**src/rtl/jtag_dr_bridge.sv**
```systemverilog
// jtag_dr_bridge: bridges the ECP5 JTAGG user data registers into the clk domain.
// The TCK domain is oversampled: every JTAG input goes through a synchroniser and
// TCK edges become single-cycle events that drive capture, shift and update of a
// DR_WIDTH shift register. Completed DR writes leave through a valid/ready port.
//
// Ports:
//   clk, rstn          system clock, async active-low reset
//   jtck, jtdi         raw JTAGG TCK / TDI (async to clk)
//   jshift, jupdate    raw JTAGG Shift-DR / Update-DR indications
//   jrstn              raw JTAGG TAP reset (active low)
//   jce[NUM_CHAN]      per-channel DR select, bit 0 = JCE1
//   jtdo[NUM_CHAN]     per-channel TDO back to JTAGG
//   cap_data           readback word per channel, channel k at [k*DR_WIDTH +: DR_WIDTH]
//   upd_data/upd_sel   last completed DR write and its channel
//   upd_valid/ready    handshake for upd_data/upd_sel
//   upd_overrun        one-cycle pulse when a pending word is overwritten
module jtag_dr_bridge #(
  parameter int unsigned DR_WIDTH    = 32,
  parameter int unsigned NUM_CHAN    = 2,
  parameter int unsigned SYNC_STAGES = 3,
  localparam int unsigned SELW       = (NUM_CHAN > 1) ? $clog2(NUM_CHAN) : 1
) (
  input  logic                         clk,
  input  logic                         rstn,
  input  logic                         jtck,
  input  logic                         jtdi,
  input  logic                         jshift,
  input  logic                         jupdate,
  input  logic                         jrstn,
  input  logic [NUM_CHAN-1:0]          jce,
  output logic [NUM_CHAN-1:0]          jtdo,
  input  logic [NUM_CHAN*DR_WIDTH-1:0] cap_data,
  output logic [DR_WIDTH-1:0]          upd_data,
  output logic [SELW-1:0]              upd_sel,
  output logic                         upd_valid,
  input  logic                         upd_ready,
  output logic                         upd_overrun
);

  localparam int unsigned IN_W    = 5 + NUM_CHAN;
  localparam int unsigned B_TCK   = 0;
  localparam int unsigned B_TDI   = 1;
  localparam int unsigned B_SHIFT = 2;
  localparam int unsigned B_UPD   = 3;
  localparam int unsigned B_JRSTN = 4;
  localparam int unsigned B_JCE   = 5;

  logic [IN_W-1:0] sync_q [SYNC_STAGES];
  logic [IN_W-1:0] s_in;

  logic                tck_rise, tck_fall;
  logic                s_jtdi, s_jshift, s_jupdate, s_jrstn;
  logic [NUM_CHAN-1:0] s_jce;

  logic [DR_WIDTH-1:0] sr_q, sr_nxt;
  logic [SELW-1:0]     sel_q, sel_nxt;
  logic                shift_q, shift_nxt;
  logic                cap_busy_q, cap_busy_nxt;
  logic                tdo_q, tdo_nxt;
  logic [NUM_CHAN-1:0] jtdo_nxt;
  logic [DR_WIDTH-1:0] upd_data_nxt;
  logic [SELW-1:0]     upd_sel_nxt;
  logic                upd_valid_nxt, upd_overrun_nxt;

  logic                cap_found;
  logic [SELW-1:0]     cap_k;
  logic [DR_WIDTH-1:0] cap_word;

  // Synchroniser chain for all JTAG inputs; stage SYNC_STAGES-1 is the oldest.
  always_ff @(posedge clk or negedge rstn) begin
    if (!rstn) begin
      for (int unsigned i = 0; i < SYNC_STAGES; i++) sync_q[i] <= '0;
    end else begin
      sync_q[0] <= {jce, jrstn, jupdate, jshift, jtdi, jtck};
      for (int unsigned i = 1; i < SYNC_STAGES; i++) sync_q[i] <= sync_q[i-1];
    end
  end

  assign s_in      = sync_q[SYNC_STAGES-1];
  assign s_jtdi    = s_in[B_TDI];
  assign s_jshift  = s_in[B_SHIFT];
  assign s_jupdate = s_in[B_UPD];
  assign s_jrstn   = s_in[B_JRSTN];
  assign s_jce     = s_in[B_JCE +: NUM_CHAN];

  // Edge events from the two oldest stages: s_tck is about to take the newer value.
  assign tck_rise = sync_q[SYNC_STAGES-2][B_TCK] & ~s_in[B_TCK];
  assign tck_fall = ~sync_q[SYNC_STAGES-2][B_TCK] & s_in[B_TCK];

  // Lowest selected channel wins the capture.
  always_comb begin
    cap_found = 1'b0;
    cap_k     = '0;
    cap_word  = '0;
    for (int unsigned k = 0; k < NUM_CHAN; k++) begin
      if (s_jce[k] && !cap_found) begin
        cap_found = 1'b1;
        cap_k     = SELW'(k);
        cap_word  = cap_data[k*DR_WIDTH +: DR_WIDTH];
      end
    end
  end

  // Next-state: TCK events, handshake and overrun.
  always_comb begin
    sr_nxt          = sr_q;
    sel_nxt         = sel_q;
    shift_nxt       = shift_q;
    cap_busy_nxt    = cap_busy_q;
    tdo_nxt         = tdo_q;
    upd_data_nxt    = upd_data;
    upd_sel_nxt     = upd_sel;
    upd_valid_nxt   = upd_valid;
    upd_overrun_nxt = 1'b0;

    if (upd_valid && upd_ready) upd_valid_nxt = 1'b0;

    if (tck_rise) begin
      if (!s_jrstn) begin
        sr_nxt       = '0;
        sel_nxt      = '0;
        shift_nxt    = 1'b0;
        cap_busy_nxt = 1'b0;
      end else begin
        if (shift_q) begin
          sr_nxt = {s_jtdi, sr_q[DR_WIDTH-1:1]};
        end else if (cap_found && !s_jshift && !cap_busy_q) begin
          sr_nxt       = cap_word;
          sel_nxt      = cap_k;
          cap_busy_nxt = 1'b1;
        end
        if (s_jupdate) begin
          // A same-cycle accept hands over the old word, so only a stalled word overruns.
          upd_data_nxt    = sr_q;
          upd_sel_nxt     = sel_q;
          upd_valid_nxt   = 1'b1;
          upd_overrun_nxt = upd_valid && !upd_ready;
          cap_busy_nxt    = 1'b0;
        end
        shift_nxt = s_jshift;
      end
    end

    if (tck_fall) tdo_nxt = sr_q[0];

    // jtdo is registered from the next tdo/sel so it always equals tdo_q gated by sel.
    for (int unsigned k = 0; k < NUM_CHAN; k++) begin
      jtdo_nxt[k] = tdo_nxt && (sel_nxt == SELW'(k));
    end
  end

  // State and output registers.
  always_ff @(posedge clk or negedge rstn) begin
    if (!rstn) begin
      sr_q        <= '0;
      sel_q       <= '0;
      shift_q     <= 1'b0;
      cap_busy_q  <= 1'b0;
      tdo_q       <= 1'b0;
      jtdo        <= '0;
      upd_data    <= '0;
      upd_sel     <= '0;
      upd_valid   <= 1'b0;
      upd_overrun <= 1'b0;
    end else begin
      sr_q        <= sr_nxt;
      sel_q       <= sel_nxt;
      shift_q     <= shift_nxt;
      cap_busy_q  <= cap_busy_nxt;
      tdo_q       <= tdo_nxt;
      jtdo        <= jtdo_nxt;
      upd_data    <= upd_data_nxt;
      upd_sel     <= upd_sel_nxt;
      upd_valid   <= upd_valid_nxt;
      upd_overrun <= upd_overrun_nxt;
    end
  end

endmodule
```
**config.mk**
```make
export PLATFORM = sky130hd
export DESIGN_NAME = jtag_dr_bridge
export DESIGN_NICKNAME = d
export VERILOG_FILES = /design/src/rtl/jtag_dr_bridge.sv
export SDC_FILE = /design/constraint.sdc
export NUM_CORES = 1
export LEC_CHECK = 0
export ABC_AREA = 1
export ABC_CLOCK_PERIOD_IN_PS = 1600
export CAP_MARGIN = 10
export CORE_AREA = 4 4 101 103
export CTS_BUF_LIST = sky130_fd_sc_hd__clkbuf_2 sky130_fd_sc_hd__clkbuf_4 sky130_fd_sc_hd__clkbuf_8
export DETAILED_ROUTE_END_ITERATION = 12
export DIE_AREA = 0 0 105 107
export PLACE_DENSITY = 0.7
export RECOVER_POWER = 25
export REMOVE_ABC_BUFFERS = 1
export SLEW_MARGIN = 20
export SYNTH_ARGS = -nofsm -noshare
export SYNTH_HDL_FRONTEND = slang
export SYNTH_SLANG_ARGS = --single-unit
```
**constraint.sdc**
```tcl
create_clock -name clk -period 1.6 [get_ports clk]
set_input_delay 0.4 -clock clk [delete_from_list [all_inputs] [get_ports clk]]
set_output_delay 0.4 -clock clk [all_outputs]
set_load 0.01 [all_outputs]
```
==> results.cfg <==
[final_layout]
layout_commonest_cell = nand2_1
drive_gt1_frac = 0.0640
stdcell_area_um2 = 5450
syn_to_final_growth_pct = 33.0
nets = 663
layout_common_cells = nand2_1 (171), dfrtp_1 (93), clkdlybuf4s50_1 (65)
antenna_cells = 0

[cts]
clk-insertion-delay-late_ns = 0.36
cts.htree.levels = 3
path_clk_slew_ns = 0.10
cts_buffers = 9
cts_tree = built
root_buffer = clkbuf_8
clock-sinks = 94
clock_tree.buffer_depth = 2

[drt]
wirelength_mm = 9.51
post_drt_via_cell_ratio = 4.90
drtIter0Drc = 141
drc_errors = 0
ant_nets = 0
dr_total_vias = 3454
firstDrtPassIters = 4
wl_per_cell_um = 13.5

[synthesis]
avgSynthCellArea_um2 = 8.43
synth_cell_type_count = 17
synthTopCellsByArea = dfrtp_1 (57%), nand2_1 (16%), o21ai_0 (6.5%), nand3_1 (4.3%), a21oi_1 (4.0%)
ys_warn_count = 0
netlist_area_um2 = 4100
synth-seq-cells = 94
syn_inst = 486
post-synth-top-area-fraction = 0.574
yosys.area.top_type = dfrtp_1
synth.yosys.seq_area_share = 0.574

[sta]
max_slew.worst_pin.slew_ns = 0.789
worst_slack_ns = 0.134
hold_viol = 0
fin_crit_sh = 0.916
slew_headroom = 0.474
rsz0062_at_grt = no
clock_skew_ns = 0.00891
setup_violations = 0
slew_violations = 0
max_freq_ghz = 0.682
period_needed_ns = 1.47
fin_hold_ws_ns = 0.357

[worst_hold_path]
hold_class = reg -> reg

[critical_path]
worstPathRequired_ns = 1.20
r2r-start = s_in[5]
r2r_cells = 5
crit_buf_inv = 1
cp-endpoint = upd_data[16]
crit_family = flip-flops
critPathLaunchType = flip-flop
cp.depth = 1
endpoint_kind = output pin
crit_chain = dlygate4sd2_1
critPathMaxFanout = 2
worst_ep_arrival_time_ns = 1.07
rr_endpoint = sr_q[26]
crit_path_start = upd_data[16]
slowest_stage = dfrtp_1
path_class = reg -> out
critPathMaxStageDelay_ns = 0.41
r2r_slack_ns = 0.23

[placement]
place_area_um2 = 5300
gp_congestion = 0.747
dp_hpwl_mm = 6.38
port_buffers = 110
place_ws_ns = 0.244

[floorplan]
core-area_um2 = 9200
fp.dieH_um = 107
dieArea_um2 = 11200
start_util = 0.446
die_w_um = 105
rows = 35
io_pins = 111

[global_route]
grt_max_degree = 65
antenna_found_initial = 0
overflow = 0
grt_pass1_vias = 3447
grt_pass1_wl_mm = 16.0
grt_usage = 0.175

[run]
cap_violations = 0

[power_and_ir_drop]
p_leak_uw = 0.00264
power_density_nw_per_um2 = 1060
irDropWorstVdd_uv = 380

[status]
outcome = completed
area by class of cell:
class	instances	area (um^2)
inverters	44	165
multi-input cells	317	1390
clock inverters	7	77.6
repair buffers	123	1200
clock buffers	9	124
fillers	864	3740
well taps	111	139
flip-flops and latches	94	2350
cells by family (layout without fill, tap and decap cells):
| family | Yosys count | after routing | share of synthesized area |
|---|---|---|---|
| buffers and inverters | 75 | 183 | 0.0864 |
| AO/OA/AOI/OAI | 101 | 101 | 0.126 |
| AND/OR/NAND/NOR | 216 | 216 | 0.214 |
| flip-flops | 94 | 94 | 0.574 |
per-layer routing:
metal | GRT usage | part of all wire | up-vias
met1 | 0.226 | 0.46 | 1596
li1 | - | - | 1744
met2 | 0.295 | 0.47 | 102
met5 | 0 | 0 | -
met3 | 0.0409 | 0.057 | 12
met4 | 0.0506 | 0.0096 | 0
state kept, by name (all words and copies together), names as in the netlist:
register,cells
cap_busy_q,1
jtdo,2
s_in,7
sel_q,1
shift_q,1
sr_q,32
sync_q,14
tdo_q,1
upd_data,32
upd_overrun,1
upd_sel,1
upd_valid,1
through the flow:
stage               instances  utilization  power, uW  TNS (ns)
floorplan                 455            -       3600    -39.12
global placement          688        0.576       4390         0
detailed placement        688        0.576       4430         0
CTS                       705        0.594       5850         0
global route              705        0.593       6140         0
finish                    705        0.593       5780         0
cells in the mapped netlist:
library cell / number
dfrtp_1: 94
o21ai_4: 1
nand2_1: 171
nand3_2: 1
inv_1: 44
buf_1: 4
a21oi_1: 33
clkbuf_1: 11
buf_6: 6
or2_2: 3
nor2_1: 3
o21ai_0: 53
nor2_2: 3
o21ai_1: 14
nand3_1: 35
buf_4: 6
buf_2: 4
power breakdown:
group	switching (uW)	internal [uW]
clock	927	618
sequential	184	2730
combinational	705	613
total	1820	3960
worst min path at each step:
| stage | start | end | slack, ns | depth (start not counted) |
|---|---|---|---|---|
| 2_1_floorplan | rstn | cap_busy_q | 0.10 | 0 |
| 3_3_place_gp | sync_q[19] | sync_q[12] | 0.33 | 0 |
| 3_5_place_dp | sync_q[9] | s_in[2] | 0.34 | 0 |
| 4_1_cts | sync_q[12] | s_in[5] | 0.36 | 0 |
| 5_1_grt | sync_q[8] | s_in[1] | 0.37 | 0 |
| 6_report | sync_q[12] | s_in[5] | 0.36 | 0 |
timing repair:
action | in CTS | in global routing
setup endpoints to repair | 37 | 0
hold buffers | 1 | 0
hold endpoints to repair | 27 | 0
setup buffers | 0 | 0
gates resized for setup | 37 | 0
No activity file was read; power rests on OpenSTA's default activity.
